### config.mk
export PLATFORM = sky130hd
export DESIGN_NAME = cmd_router
export DESIGN_NICKNAME = d
export VERILOG_FILES = /design/src/rtl/cmd_router_pkg.sv /design/src/rtl/cmd_router_rr_arbiter.sv /design/src/rtl/cmd_router.sv
export SDC_FILE = /design/constraint.sdc
export NUM_CORES = 1
export LEC_CHECK = 0
export CAP_MARGIN = 0
export CORE_ASPECT_RATIO = 0.9
export CORE_MARGIN = 3
export CORE_UTILIZATION = 48
export DETAILED_ROUTE_END_ITERATION = 7
export HOLD_SLACK_MARGIN = 0.1
export PLACE_DENSITY_LB_ADDON = 0.3
export RECOVER_POWER = 50
export SYNTH_ARGS = -nofsm -noshare
export SYNTH_HDL_FRONTEND = slang
export SYNTH_HIERARCHICAL = 1
export SYNTH_SLANG_ARGS = --single-unit
### constraint.sdc
create_clock -name sys_clk -period 4.4 [get_ports sys_clk]
set_input_delay 0.44 -clock sys_clk [delete_from_list [all_inputs] [get_ports sys_clk]]
set_output_delay 0.44 -clock sys_clk [all_outputs]
set_load 0.03 [all_outputs]
### src/rtl/cmd_router_pkg.sv
// Shared types and defaults for the host command router.
// Holds the SYNC/N_CH/TIMEOUT defaults and the RX/TX state encodings.
// Option macro: CMD_ROUTER_CSUM_EN adds the R_CSUM/T_CSUM states.
package cmd_router_pkg;

    localparam int         N_CH_DEF    = 5;
    localparam logic [7:0] SYNC_DEF    = 8'hAA;
    localparam int         TIMEOUT_DEF = 50000;

    typedef enum logic [2:0] {
        R_HUNT,
        R_ADDR,
        R_LEN,
`ifdef CMD_ROUTER_CSUM_EN
        R_PAY,
        R_CSUM
`else
        R_PAY
`endif
    } rx_state_e;

    typedef enum logic [2:0] {
        T_IDLE,
        T_SYNC,
        T_ADDR,
        T_LEN,
        T_REQ,
        T_WAIT,
`ifdef CMD_ROUTER_CSUM_EN
        T_DATA,
        T_CSUM
`else
        T_DATA
`endif
    } tx_state_e;

endpackage

### src/rtl/cmd_router_rr_arbiter.sv
// Combinational round-robin arbiter for the router's reply channels.
// Ports: i_req request vector, i_start first channel to search (one past
// the last grant), o_grant one-hot winner, o_valid any request seen.
module rr_arbiter #(
    parameter int N  = 5,
    parameter int AW = 3
) (
    input  logic [N-1:0]  i_req,
    input  logic [AW-1:0] i_start,
    output logic [N-1:0]  o_grant,
    output logic          o_valid
);

    int w_idx;

    always_comb begin
        o_grant = '0;
        o_valid = 1'b0;
        w_idx   = 0;
        for (int i = 0; i < N; i++) begin
            w_idx = int'(i_start) + i;
            if (w_idx >= N) w_idx = w_idx - N;
            if (!o_valid && i_req[w_idx]) begin
                o_grant[w_idx] = 1'b1;
                o_valid        = 1'b1;
            end
        end
    end

endmodule

### src/rtl/cmd_router.sv
// Byte-stream router: host frames fan out to channels, channel replies are
// framed back to the host in round-robin order.
// Ports: n_rst/sys_clk; rx_data/rx_valid host bytes in; tx_data/tx_valid/
// tx_ready host bytes out; master_data/valid_bus channel payload strobe;
// have_msg_bus/len_bus/rdreq_bus/slave_data_bus channel reply FIFOs;
// rx_err pulse on RX frame error.
// Option macro: CMD_ROUTER_CSUM_EN adds XOR checksum bytes to both links.
module cmd_router
    import cmd_router_pkg::*;
#(
    parameter int         N_CH    = N_CH_DEF,
    parameter logic [7:0] SYNC    = SYNC_DEF,
    parameter int         TIMEOUT = TIMEOUT_DEF
) (
    input  logic              n_rst,
    input  logic              sys_clk,
    input  logic [7:0]        rx_data,
    input  logic              rx_valid,
    output logic [7:0]        tx_data,
    output logic              tx_valid,
    input  logic              tx_ready,
    output logic [7:0]        master_data,
    output logic [N_CH-1:0]   valid_bus,
    input  logic [N_CH-1:0]   have_msg_bus,
    input  logic [8*N_CH-1:0] len_bus,
    output logic [N_CH-1:0]   rdreq_bus,
    input  logic [8*N_CH-1:0] slave_data_bus,
    output logic              rx_err
);

    localparam int            AW      = (N_CH > 1) ? $clog2(N_CH) : 1;
    localparam logic [7:0]    NCH8    = 8'(N_CH);
    localparam logic [15:0]   TO_LAST = 16'(TIMEOUT - 1);
    localparam logic [AW-1:0] LAST_CH = AW'(N_CH - 1);

    // ---------------- RX ----------------
    rx_state_e        r_rx_state, w_rx_state;
    logic [AW-1:0]    r_addr, w_addr;
    logic             r_bad, w_bad;
    logic [7:0]       r_cnt, w_cnt;
    logic [15:0]      r_idle, w_idle;
    logic [7:0]       r_master_data, w_master_data;
    logic [N_CH-1:0]  r_valid_bus, w_valid_bus;
    logic             r_rx_err, w_rx_err;
`ifdef CMD_ROUTER_CSUM_EN
    logic [7:0]       r_rx_csum, w_rx_csum;
`endif

    always_comb begin
        w_rx_state    = r_rx_state;
        w_addr        = r_addr;
        w_bad         = r_bad;
        w_cnt         = r_cnt;
        w_master_data = r_master_data;
        w_valid_bus   = '0;
        w_rx_err      = 1'b0;
`ifdef CMD_ROUTER_CSUM_EN
        w_rx_csum     = r_rx_csum;
`endif
        w_idle = (rx_valid || r_rx_state == R_HUNT) ? '0 : r_idle + 16'd1;

        if (!rx_valid && r_rx_state != R_HUNT && r_idle == TO_LAST) begin
            w_rx_state = R_HUNT;
            w_rx_err   = 1'b1;
            w_idle     = '0;
        end else if (rx_valid) begin
            unique case (r_rx_state)
                R_HUNT: begin
                    if (rx_data == SYNC) w_rx_state = R_ADDR;
                end
                R_ADDR: begin
                    w_addr     = rx_data[AW-1:0];
                    w_bad      = (rx_data >= NCH8);
                    w_rx_state = R_LEN;
`ifdef CMD_ROUTER_CSUM_EN
                    w_rx_csum  = rx_data;
`endif
                end
                R_LEN: begin
                    w_cnt = rx_data;
`ifdef CMD_ROUTER_CSUM_EN
                    w_rx_csum = r_rx_csum ^ rx_data;
                    w_rx_state = (rx_data == 8'd0) ? R_CSUM : R_PAY;
`else
                    if (rx_data == 8'd0) begin
                        w_rx_state = R_HUNT;
                        w_rx_err   = r_bad;
                    end else begin
                        w_rx_state = R_PAY;
                    end
`endif
                end
                R_PAY: begin
                    if (!r_bad) begin
                        w_master_data = rx_data;
                        w_valid_bus   = N_CH'(1) << r_addr;
                    end
                    w_cnt = r_cnt - 8'd1;
`ifdef CMD_ROUTER_CSUM_EN
                    w_rx_csum = r_rx_csum ^ rx_data;
                    if (r_cnt == 8'd1) w_rx_state = R_CSUM;
`else
                    if (r_cnt == 8'd1) begin
                        w_rx_state = R_HUNT;
                        w_rx_err   = r_bad;
                    end
`endif
                end
`ifdef CMD_ROUTER_CSUM_EN
                R_CSUM: begin
                    w_rx_state = R_HUNT;
                    w_rx_err   = r_bad || (rx_data != r_rx_csum);
                end
`endif
                default: w_rx_state = R_HUNT;
            endcase
        end
    end

    always_ff @(posedge sys_clk or negedge n_rst) begin
        if (!n_rst) begin
            r_rx_state    <= R_HUNT;
            r_addr        <= '0;
            r_bad         <= 1'b0;
            r_cnt         <= '0;
            r_idle        <= '0;
            r_master_data <= '0;
            r_valid_bus   <= '0;
            r_rx_err      <= 1'b0;
`ifdef CMD_ROUTER_CSUM_EN
            r_rx_csum     <= '0;
`endif
        end else begin
            r_rx_state    <= w_rx_state;
            r_addr        <= w_addr;
            r_bad         <= w_bad;
            r_cnt         <= w_cnt;
            r_idle        <= w_idle;
            r_master_data <= w_master_data;
            r_valid_bus   <= w_valid_bus;
            r_rx_err      <= w_rx_err;
`ifdef CMD_ROUTER_CSUM_EN
            r_rx_csum     <= w_rx_csum;
`endif
        end
    end

    assign master_data = r_master_data;
    assign valid_bus   = r_valid_bus;
    assign rx_err      = r_rx_err;

    // ---------------- TX ----------------
    tx_state_e        r_tx_state, w_tx_state;
    logic [AW-1:0]    r_grant, w_grant;
    logic [AW-1:0]    r_ptr, w_ptr;
    logic [7:0]       r_tx_len, w_tx_len;
    logic [7:0]       r_tx_data, w_tx_data;
    logic             r_tx_valid, w_tx_valid;
    logic [N_CH-1:0]  r_rdreq, w_rdreq;
`ifdef CMD_ROUTER_CSUM_EN
    logic [7:0]       r_tx_csum, w_tx_csum;
`endif

    logic [N_CH-1:0]  w_req;
    logic [N_CH-1:0]  w_gnt;
    logic             w_arb_vld;
    logic [AW-1:0]    w_gnt_idx;
    logic             w_hs;

    // A zero-length reply has nothing to frame, so it never competes.
    always_comb begin
        w_req = '0;
        for (int k = 0; k < N_CH; k++) begin
            w_req[k] = have_msg_bus[k] && (len_bus[8*k +: 8] != 8'd0);
        end
    end

    rr_arbiter #(
        .N  (N_CH),
        .AW (AW)
    ) u_arb (
        .i_req   (w_req),
        .i_start (r_ptr),
        .o_grant (w_gnt),
        .o_valid (w_arb_vld)
    );

    always_comb begin
        w_gnt_idx = '0;
        for (int k = 0; k < N_CH; k++) begin
            if (w_gnt[k]) w_gnt_idx = AW'(k);
        end
    end

    assign w_hs = r_tx_valid && tx_ready;

    always_comb begin
        w_tx_state = r_tx_state;
        w_grant    = r_grant;
        w_ptr      = r_ptr;
        w_tx_len   = r_tx_len;
        w_tx_data  = r_tx_data;
        w_tx_valid = r_tx_valid;
        w_rdreq    = '0;
`ifdef CMD_ROUTER_CSUM_EN
        w_tx_csum  = r_tx_csum;
`endif
        unique case (r_tx_state)
            T_IDLE: begin
                if (w_arb_vld) begin
                    w_grant    = w_gnt_idx;
                    w_tx_len   = len_bus[{w_gnt_idx, 3'b000} +: 8];
                    w_ptr      = (w_gnt_idx == LAST_CH) ? '0
                                                        : w_gnt_idx + 1'b1;
                    w_tx_data  = SYNC;
                    w_tx_valid = 1'b1;
                    w_tx_state = T_SYNC;
                end
            end
            T_SYNC: begin
                if (w_hs) begin
                    w_tx_data  = 8'(r_grant);
                    w_tx_state = T_ADDR;
`ifdef CMD_ROUTER_CSUM_EN
                    w_tx_csum  = 8'(r_grant);
`endif
                end
            end
            T_ADDR: begin
                if (w_hs) begin
                    w_tx_data  = r_tx_len;
                    w_tx_state = T_LEN;
`ifdef CMD_ROUTER_CSUM_EN
                    w_tx_csum  = r_tx_csum ^ r_tx_len;
`endif
                end
            end
            T_LEN: begin
                if (w_hs) begin
                    w_tx_valid = 1'b0;
                    w_rdreq    = N_CH'(1) << r_grant;
                    w_tx_state = T_REQ;
                end
            end
            T_REQ: w_tx_state = T_WAIT;
            T_WAIT: begin
                w_tx_data  = slave_data_bus[{r_grant, 3'b000} +: 8];
                w_tx_valid = 1'b1;
                w_tx_state = T_DATA;
            end
            T_DATA: begin
                if (w_hs) begin
                    w_tx_len = r_tx_len - 8'd1;
`ifdef CMD_ROUTER_CSUM_EN
                    w_tx_csum = r_tx_csum ^ r_tx_data;
`endif
                    if (r_tx_len != 8'd1) begin
                        w_tx_valid = 1'b0;
                        w_rdreq    = N_CH'(1) << r_grant;
                        w_tx_state = T_REQ;
                    end else begin
`ifdef CMD_ROUTER_CSUM_EN
                        w_tx_data  = r_tx_csum ^ r_tx_data;
                        w_tx_state = T_CSUM;
`else
                        w_tx_valid = 1'b0;
                        w_tx_state = T_IDLE;
`endif
                    end
                end
            end
`ifdef CMD_ROUTER_CSUM_EN
            T_CSUM: begin
                if (w_hs) begin
                    w_tx_valid = 1'b0;
                    w_tx_state = T_IDLE;
                end
            end
`endif
            default: begin
                w_tx_valid = 1'b0;
                w_tx_state = T_IDLE;
            end
        endcase
    end

    always_ff @(posedge sys_clk or negedge n_rst) begin
        if (!n_rst) begin
            r_tx_state <= T_IDLE;
            r_grant    <= '0;
            r_ptr      <= '0;
            r_tx_len   <= '0;
            r_tx_data  <= '0;
            r_tx_valid <= 1'b0;
            r_rdreq    <= '0;
`ifdef CMD_ROUTER_CSUM_EN
            r_tx_csum  <= '0;
`endif
        end else begin
            r_tx_state <= w_tx_state;
            r_grant    <= w_grant;
            r_ptr      <= w_ptr;
            r_tx_len   <= w_tx_len;
            r_tx_data  <= w_tx_data;
            r_tx_valid <= w_tx_valid;
            r_rdreq    <= w_rdreq;
`ifdef CMD_ROUTER_CSUM_EN
            r_tx_csum  <= w_tx_csum;
`endif
        end
    end

    assign tx_data   = r_tx_data;
    assign tx_valid  = r_tx_valid;
    assign rdreq_bus = r_rdreq;

endmodule

**Word level (Yosys, flattened, before mapping)**

Index checks and enable logic that the tools add are counted.

- ROM bits: 0
- Input bits: 97
- Flip-flop bits (word level): 76
- RAM bits: 0
- Bits in latches: 0
- Memories: 0

- $mul: 0
- Div/mod/pow operators: 0
- Reduce and logical (&&, ||, !) cells: 47
- Add/sub/neg operators: 13
- Eq/ne operators: 22
- Bitwise gates (word level): 7
- Shifts and indexed selects: 4
- $lt $le $gt $ge: 16
- Muxes and demuxes: 84

Operator list:

| cell | count |
|---|---|
| greater-or-equal comparator 32 x 1 -> 1 bit, second input constant | 5 |
| < comparator 32 x 5 -> 1 bit, second input constant | 5 |
| two-way mux 32 bit | 5 |
| greater-or-equal comparator 32 x 4 -> 1 bit, second input constant | 4 |
| subtractor 32 x 4 -> 32 bit, second input constant | 4 |
| indexed part select 40 x 7 -> 8 bit | 2 |
| two-way mux 5 bit | 12 |
| two-way mux 3 bit | 14 |
| two-way mux 8 bit | 5 |
| nonzero test 8 bit | 5 |
| two-way mux 16 bit | 2 |
| one-hot mux 8 bit (2 select lines) | 2 |
| one-hot mux 8 bit (4 select lines) | 1 |
| two-way mux 1 bit | 27 |
| one-hot mux 3 bit (7 select lines) | 1 |
| OR 5 bit | 4 |
| logical AND 1 bit | 17 |
| adder 16 x 1 -> 16 bit, second input constant | 1 |
| equality test 16 bit, second input constant | 1 |
| subtractor 8 x 1 -> 8 bit, second input constant | 2 |
| binary-select mux 1 bit (select 3 bit) | 5 |
| demux 1 bit (select 3 bit) | 5 |
| AND reduction 3 bit | 5 |
| equality test 3 x 2 -> 1 bit, second input constant | 4 |
| other kinds (35) | 55 |

**Longest topological paths before layout**

Gate-level depths: netlist (run 1).

- Depth in word-level cells: 25
- Depth in mapped cells: 21

**Hierarchy**

The synthesis (run 1) kept the hierarchy.

By module, submodules not included:

| module | sequential area each (sq um) | times used | area each (sq um) | cells each |
|---|---|---|---|---|
| cmd_router | 1876.8 | 1 | 4488.1 | 494 |
| rr_arbiter | 0.0 | 1 | 1654.1 | 247 |

**Worst setup path after synthesis (run 1)**

No wires, ideal clock.

- Kind: register to register
- Start: register r_ptr[1]
- End: register r_ptr[1]
- Buffers on the path: 2
- Clock period less this slack: 4.428 ns
- Stages on the path, launching flop included: 18
- Library setup time: 0.135 ns
- Required time: 4.265 ns
- Path slack: -0.028 ns
- Arrival time: 4.293 ns
- Cell sequence: dfrtp_1 clkbuf_1 inv_1 ha_1 a211oi_4 mux2i_1 a21oi_1 or4_4 or4_1 o21ai_1 a211o_1 clkbuf_1 inv_1 a21oi_1 nor2_1 ha_1 nand2_1 o21ai_0

- Elaborated cells on any way between the ends: 89

RTL lines:

| what | RTL line | source |
|---|---|---|
| from (decl) | cmd_router.sv:155 | `logic [AW-1:0] r_ptr, w_ptr;` |
| from (signal assigned) | cmd_router.sv:302 | `r_ptr <= w_ptr;` |
| branches (longest 17 deep; another with subtractor 32 x 4 -> 32 bit) | - |  |
| two-way mux 5 bit (*) | cmd_router_rr_arbiter.sv:23 | `if (!o_valid && i_req[w_idx]) begin` |
| named net w_gnt[2] | cmd_router.sv:165 | `logic [N_CH-1:0] w_gnt;` |
| two-way mux 3 bit (*) (3 in series) | cmd_router.sv:191 | `if (w_gnt[k]) w_gnt_idx = AW'(k);` |
| named net w_gnt_idx[0] | cmd_router.sv:167 | `logic [AW-1:0] w_gnt_idx;` |
| adder 3 x 1 -> 3 bit / equality test 3 bit (equally long branches) | cmd_router.sv:214, cmd_router.sv:213 |  |
| two-way mux 3 bit (*) | cmd_router.sv:213 | `w_ptr = (w_gnt_idx == LAST_CH) ? '0` |

Mark *: on every way through the listed nets, which the timed path passes. The select of a mux whose other input is x is not followed.
A chain may end at the register's enable or synchronous reset.

**Worst setup path in the final report (run 1)**

- Start: input port len_bus[30]
- End: register r_tx_len[5]

- Elaborated cells on any way between the ends: 48

RTL lines:

| what | RTL line | source |
|---|---|---|
| from (decl) | cmd_router.sv:25 | `input logic [8*N_CH-1:0] len_bus,` |
| nonzero test 8 bit (*) | cmd_router.sv:174 | `w_req[k] = have_msg_bus[k] && (len_bus[8*k +: 8] != 8'd0);` |
| logical AND 1 bit (*) | cmd_router.sv:174 |  |
| named net w_req[3] | cmd_router.sv:164 | `logic [N_CH-1:0] w_req;` |
| binary-select mux 1 bit (select 3 bit) | cmd_router_rr_arbiter.sv:23 |  |
| two-way mux 1 bit (not written as such) (2 in series) | cmd_router_rr_arbiter.sv:23 |  |
| two-way mux 1 bit | cmd_router_rr_arbiter.sv:23 |  |
| logical NOT 1 bit | cmd_router_rr_arbiter.sv:23 |  |
| logical AND 1 bit | cmd_router_rr_arbiter.sv:23 |  |
| [... 7 more ...] | - |  |
| logical NOT 1 bit | cmd_router_rr_arbiter.sv:23 |  |
| logical AND 1 bit | cmd_router_rr_arbiter.sv:23 |  |
| two-way mux 5 bit (*) | cmd_router_rr_arbiter.sv:23 |  |
| named net w_gnt[4] | cmd_router.sv:165 |  |
| two-way mux 3 bit (*) | cmd_router.sv:191 |  |
| indexed part select 40 x 7 -> 8 bit (*) | cmd_router.sv:212 | `w_tx_len = len_bus[{w_gnt_idx, 3'b000} +: 8];` |
| two-way mux 8 bit (*) | cmd_router.sv:210 | `if (w_arb_vld) begin` |
| one-hot mux 8 bit (2 select lines) (*) | cmd_router.sv:208 | `unique case (r_tx_state)` |
| to (signal assigned) | cmd_router.sv:303 | `r_tx_len <= w_tx_len;` |
| to (decl) | cmd_router.sv:156 | `logic [7:0] r_tx_len, w_tx_len;` |

The timed path passes the listed nets; every way through them passes the cells marked *. The select of a mux whose other input is x is not followed.

==> summary.md, run 1 <==
| Metric | Value |
|---|---|
| WL final | between 20 and 25 mm |
| Die X | 124.8 um |
| Pleak | 3.415 nW |
| Total core area | between 10000 and 15000 um2 |
| Vias in the first global route | between 6000 and 7000 |
| Fmax | between 200 and 250 MHz |
| Rel. slew slack | -0.5640 |
| # rows | 38 |
| Tot Pwr | approximately 2.4 mW |
| Full die area | approximately 14000 um2 |
| Residual DRC | 0 |
| Synth Area per Inst | ~8.3 um2 |
| Kind of critical path | input pin to flip-flop |
| Synth warn | 6 |
| Power Density | around 300 nW/um2 |
| Failing checks | max-capacitance violations, max-slew violations |
| DR vias/cell | a little over 6 |
| H-tree depth | 3 |
| Fin Hold WS | between 0.4 and 0.5 ns |
| Worst skew pair latency | roughly 0.34 ns |
| Element type at the critical path end | flip-flop |
| Final period util | 0.9476 |
| CP required | approximately 4.6 ns |
| # IOs | about 130 |
| Number of CTS-inserted buffers | 9 |
| Area of the multi-input gates | about 4000 um2 |
| Post-Syn Instances | 736 |
| Max Cap Viol | 2 |
| Max Buffers Root-to-Sink | 2 |
| Sequential cell area | about 1900 um2 |
| Fillers | 1038 |
| Slew Limit Fails | 78 |
| Post-synth net total | about 850 |
| Initial DRC count | roughly 670 |
| Initial Utilization | 0.4992 |
| Layout cell share with drive strength beyond 1 | 0.1091 |
| Slew @ Worst Pin | ~2.3 ns |
| Peak VDD IR | around 360 uV |
| Area growth syn-to-layout | 32.12% |
| Final HPWL DP | ~15 mm |
| N_diodes | 0 |
| Root Driver | clkbuf_16 |
| Outcome | finished, violations left |
| CTS tree | built |
| RSZ-0062 raised after global routing | false |
| Final ANT Viol Nets | 0 |
| GP Congestion | 1.033 |
| Wire per inst | slightly below 20 um |
| Die Ht | roughly 110 um |
| CP max FO | 6 |
| Grt total ovfl | 0 |
| Final-report setup violation count | 0 |
| Final worst path period need | between 4 and 5 ns |
| IO buf count | roughly 120 |
| Pre-Repair DR Iteration Count | 6 |
| Largest net degree at the start of global routing | 44 |
| Critical path arrival | approximately 4.4 ns |
| Initial antenna violation count | 0 |
| Worst-path clk slew | 0.06 ns |
| Via count | approximately 6400 |
| Hold Crit Class | flip-flop to flip-flop |
| Total track usage | 0.2830 |
| Clock sinks | 75 |
| Hold Vio Cnt, Final | 0 |
| NumNets Final | just under 1000 |
| Syn Std Cell Area | slightly above 6000 um2 |
| CP startpoint kind | input pin |
| First-pass GRT wire length | 32.61 mm |
| Clk_skew | 0.009936 ns |
## stage by stage
step | instances | worst slack (ns) | utilization | area [um2] | TNS (ns)
finish | 1040 | 0.2307 | 0.6595 | 8059 | 0
global route | 1040 | 0.02810 | 0.6595 | 8059 | 0
CTS | 1039 | 0.05686 | 0.6566 | 8023 | 0
detailed placement | 1023 | -0.1957 | 0.6314 | 7715 | -0.4972
global placement | 1023 | -0.1710 | 0.6314 | 7715 | -0.4954
floorplan | 736 | 0.06936 | - | 6102 | 0
## state kept, by name, indices dropped and copies added (netlist names)
register and flops:
r_idle 16, master_data 8, r_cnt 8, r_tx_len 8
tx_data 8, rdreq_bus 5, valid_bus 5, r_addr 3
r_grant 3, r_ptr 3, r_tx_state 3, r_rx_state 2
r_bad 1, rx_err 1, tx_valid 1
## worst paths after layout
| kind | endpoint | start | slack, ns | cells past startpoint |
|---|---|---|---|---|
| worst max-delay path | r_tx_len[5] | len_bus[30] | 0.23 | 15 |
| worst min-delay path | r_idle[0] | r_idle[0] | 0.50 | 1 |
| worst max register to register | r_tx_len[5] | r_ptr[1] | 0.24 | 18 |
| worst min register to register | r_idle[0] | r_idle[0] | 0.50 | 1 |
| max in group asynchronous | master_data[1] | n_rst | 1.05 | 2 |
| min in group asynchronous | r_tx_state[2] | n_rst | 0.81 | 1 |
## power by group
part	internal (mW)	total, mW	switching [mW]
Clock	0.460	0.768	0.309
Combinational	0.355	0.734	0.379
Sequential	0.802	0.917	0.115
## final cells by class
| type | count | share of cell area |
|---|---|---|
| Inverter | 26 | 0.01211 |
| Tap cell | 160 | 0.02484 |
| Multi-Input combinational cell | 592 | 0.4929 |
| Timing Repair Buffer | 171 | 0.1990 |
| Clock inverter | 6 | 0.008539 |
| Clock buffer | 10 | 0.02965 |
| Sequential cell | 75 | 0.2329 |
## placed cells by master (no fill, tap or decap), types with 6 or more instances in the layout
cell	count
dlygate4sd3_1	8
o31ai_1	6
a21boi_0	8
dfrtp_1	75
and3_1	16
a21oi_1	35
nor4_1	16
o21ai_0	49
a31oi_1	7
clkbuf_16	9
ha_1	18
nand2b_1	19
nor3b_1	6
xor2_1	9
mux2i_1	30
nor2b_1	19
nor2_1	59
clkdlybuf4s50_1	115
xnor2_1	8
o211ai_1	6
a2bb2oi_1	9
nand4_1	12
a221o_1	7
nor3_1	24
and2_1	10
a211o_1	6
o22ai_1	15
nand3_1	24
mux2_2	13
buf_4	43
a21o_1	8
nand2_1	57
inv_1	25
## critical path, stage by stage
cell	delay (ns)
clkdlybuf4s50_1	0.49
nor4_1	0.61
a21boi_0	0.20
buf_4	0.22
nand2b_1	0.10
a21oi_1	0.08
a2111oi_2	0.41
or4_4	0.20
o2111ai_1	0.19
nor4_1	0.29
a211o_1	0.27
and3b_1	0.21
o311ai_1	0.27
a221oi_1	0.11
a221o_1	0.28
## routing by layer
metal	track usage	vias up	routed length (um)
met2	0.4953	265	10230
met5	0	-	0
li1	-	3038	-
met3	0.04530	43	1077
met1	0.3552	3076	8254
met4	0.1048	0	586
## repair_timing
action / CTS / global route
setup buffers: 0 / 1
resized for setup: 0 / 11
hold buffers: 0 / 0
setup endpoints to repair: 0 / 6
Power figures use the tool's default switching activity.
==> run 2, diff against run 1 <==
--- a/config.mk
+++ b/config.mk
@@ -11,7 +11,7 @@
 export CORE_UTILIZATION = 48
 export DETAILED_ROUTE_END_ITERATION = 7
 export HOLD_SLACK_MARGIN = 0.1
-export PLACE_DENSITY_LB_ADDON = 0.3
+export PLACE_DENSITY_LB_ADDON = 0.15
 export RECOVER_POWER = 50
 export SYNTH_ARGS = -nofsm -noshare
 export SYNTH_HDL_FRONTEND = slang
==> summary.md, run 2 (synthesis results as in run 1) <==
| Metric | Value |
|---|---|
| NumNets Final | 996 |
| DP Worst Slack | -0.02887 ns |
| Most flops, register | r_idle |
| IO buf count | approximately 120 |
| CP max FO | 13 |
| Initial antenna violation count | 0 |
| Top Usage Layer GRT | met2 |
| Met2 usage | 0.4885 |
| Fmax | ~240 MHz |
| # IOs | about 130 |
| Fillers | ~1000 |
| Total core area | between 10000 and 15000 um2 |
| Outcome | finished, violations left |
| Max Buffers Root-to-Sink | 2 |
| GP Congestion | between 0.9 and 1 |
| Final std cells w/o fill | 1043 |
| Critical R2R Launch | r_ptr[1] |
| Area of the multi-input gates | roughly 4000 um2 |
| WL final | 19.58 mm |
| Fin Hold WS | approximately 0.50 ns |
| Hold wc startpoint | r_idle[0] |
| Via count | around 6300 |
| Final worst slack | ~0.24 ns |
| Total track usage | 0.2703 |
| Peak VDD IR | 361.7 uV |
| Hold Vio Cnt, Final | 0 |
| N_diodes | 0 |
| CP required | between 4 and 5 ns |
| Hold Crit Depth | 1 |
| Sequential cell area | between 1500 and 2000 um2 |
| Clock sinks | between 70 and 80 |
| Slew Limit Fails | ~80 |
| Kind of critical path | flip-flop to flip-flop |
| Max Cap Viol | 2 |
| Residual DRC | 0 |
| Pre-Repair DR Iteration Count | 6 |
| Worst skew pair latency | 0.34 ns |
| R2R Setup Slk | about 0.24 ns |
| Placed cell area | between 7000 and 8000 um2 |
| Tot Pwr | approximately 2.4 mW |
| Wire per inst | 18.77 um |
| Power Density | 296.0 nW/um2 |
| Clk_skew | roughly 0.0090 ns |
| Die Ht | approximately 110 um |
| Grt total ovfl | 0 |
| H-tree depth | 3 |
| Post-cts hold buffer count | 0 |
| Number of CTS-inserted buffers | 9 |
| GR Util met1 | 0.3465 |
| Initial DRC count | about 480 |
| # rows | 38 |
| Vias in the first global route | 6063 |
| Die X | approximately 120 um |
| Largest net degree at the start of global routing | between 40 and 50 |
| Rel. slew slack | -0.4509 |
| Failing checks | max-capacitance violations, max-slew violations |
| Finished Core Util | 0.6628 |
| Final period util | 0.9464 |
| First-pass GRT wire length | roughly 31 mm |
| Final worst path period need | between 4 and 5 ns |
| Slew @ Worst Pin | 2.176 ns |
| Largest register FFs | 16 |
| Final HPWL DP | roughly 15 mm |
| Final-report setup violation count | 0 |
| Setup_tns | 0 ns |
| R2R depth | 16 |
| Most frequent cells in the layout | clkdlybuf4s50_1, dfrtp_1, nor2_1 |
| Commonest non-fill, non-tap cell in the layout | clkdlybuf4s50_1 |
| Critical path arrival | around 4.4 ns |
| Hold EP | r_idle[0] |
| FF-to-FF End | r_tx_len[5] |
| Pleak | between 3 and 4 nW |
| CP startpoint kind | flip-flop |
| Full die area | around 14000 um2 |
| Worst-path clk slew | around 0.060 ns |
| Element type at the critical path end | flip-flop |
| Area growth syn-to-layout | 32.78% |
| Final instance area | around 8000 um2 |
| Hold Crit Class | flip-flop to flip-flop |
| Cell total after placement | 1023 |
| Final ANT Viol Nets | 0 |
| CTS tree | built |
| DR vias/cell | between 6 and 7 |
| Initial Utilization | 0.4992 |
| GR Util met3 | 0.03681 |
| Layout cell share with drive strength beyond 1 | 0.1178 |
| Root Driver | clkbuf_16 |
-- run 2: changes by cell type in the layout (fill, tap and decap cells not counted), moves of 2 or more --
cell and delta:
buf_4 +5, a2111oi_1 +2, a2111oi_2 -2, buf_6 -2
-- run 2: power breakdown --
part           total, mW  leakage, nW  switching, mW  internal (mW)
Clock              0.757        0.146          0.298          0.459
Sequential         0.917        0.985          0.116          0.802
Combinational      0.723         2.29          0.370          0.353
-- run 2: critical path, cell delays in order (launching register included) --
cell       delay, ns
dfrtp_1         0.36
buf_4           0.22
ha_2            0.25
inv_1           0.08
fa_1            0.52
nor2_1          0.16
o21ai_2         0.09
a2111oi_2       0.43
or4_4           0.22
o2111ai_1       0.14
buf_4           0.19
nor4_1          0.19
a211o_1         0.23
and3b_1         0.20
o311ai_0        0.34
a221oi_1        0.14
a221o_1         0.28
-- run 2: metal layers --
| metal | up-vias | routed length, um |
|---|---|---|
| met5 | - | 0 |
| met2 | 197 | 10190 |
| met1 | 3068 | 8176 |
| met3 | 26 | 897 |
| met4 | 0 | 315 |
| li1 | 3031 | - |
-- run 2: repair_timing --
item,in CTS,in global routing
resized for setup,1,14
cloned,0,0
setup endpoints to repair,2,19
pin swaps,0,3
buffers inserted,0,4
endpoints found under the hold margin,0,0
-- run 2: cell type report --
cell class                 instances  share of cell area
sequential                        75              0.2319
multi-input combinational        592              0.4931
timing repair buffer             174              0.1999
clock inverter                     6            0.008806
inverter                          26             0.01205
clock buffer                      10             0.02951
tap                              160             0.02472
-- run 2: worst max-delay path by stage --
| stage | startpoint | end | slack (ns) | depth (start not counted) |
|---|---|---|---|---|
| after floorplan | r_ptr[1] | r_ptr[1] | 0.07 | 17 |
| after global placement | len_bus[26] | r_tx_len[2] | 0.05 | 16 |
| after detailed placement | len_bus[26] | r_tx_len[2] | -0.03 | 16 |
| after CTS | r_ptr[1] | r_tx_len[2] | 0.05 | 16 |
| after global routing | r_ptr[1] | r_tx_len[5] | -0.0006 | 15 |
| final | r_ptr[1] | r_tx_len[5] | 0.24 | 16 |
==> run 3, diff against run 2 <==
--- a/config.mk
+++ b/config.mk
@@ -17,3 +17,4 @@
 export SYNTH_HDL_FRONTEND = slang
 export SYNTH_HIERARCHICAL = 1
 export SYNTH_SLANG_ARGS = --single-unit
+export TNS_END_PERCENT = 30
==> results of run 3 <==
No change in the layout: final DEF, timing and power equal those of run 2.
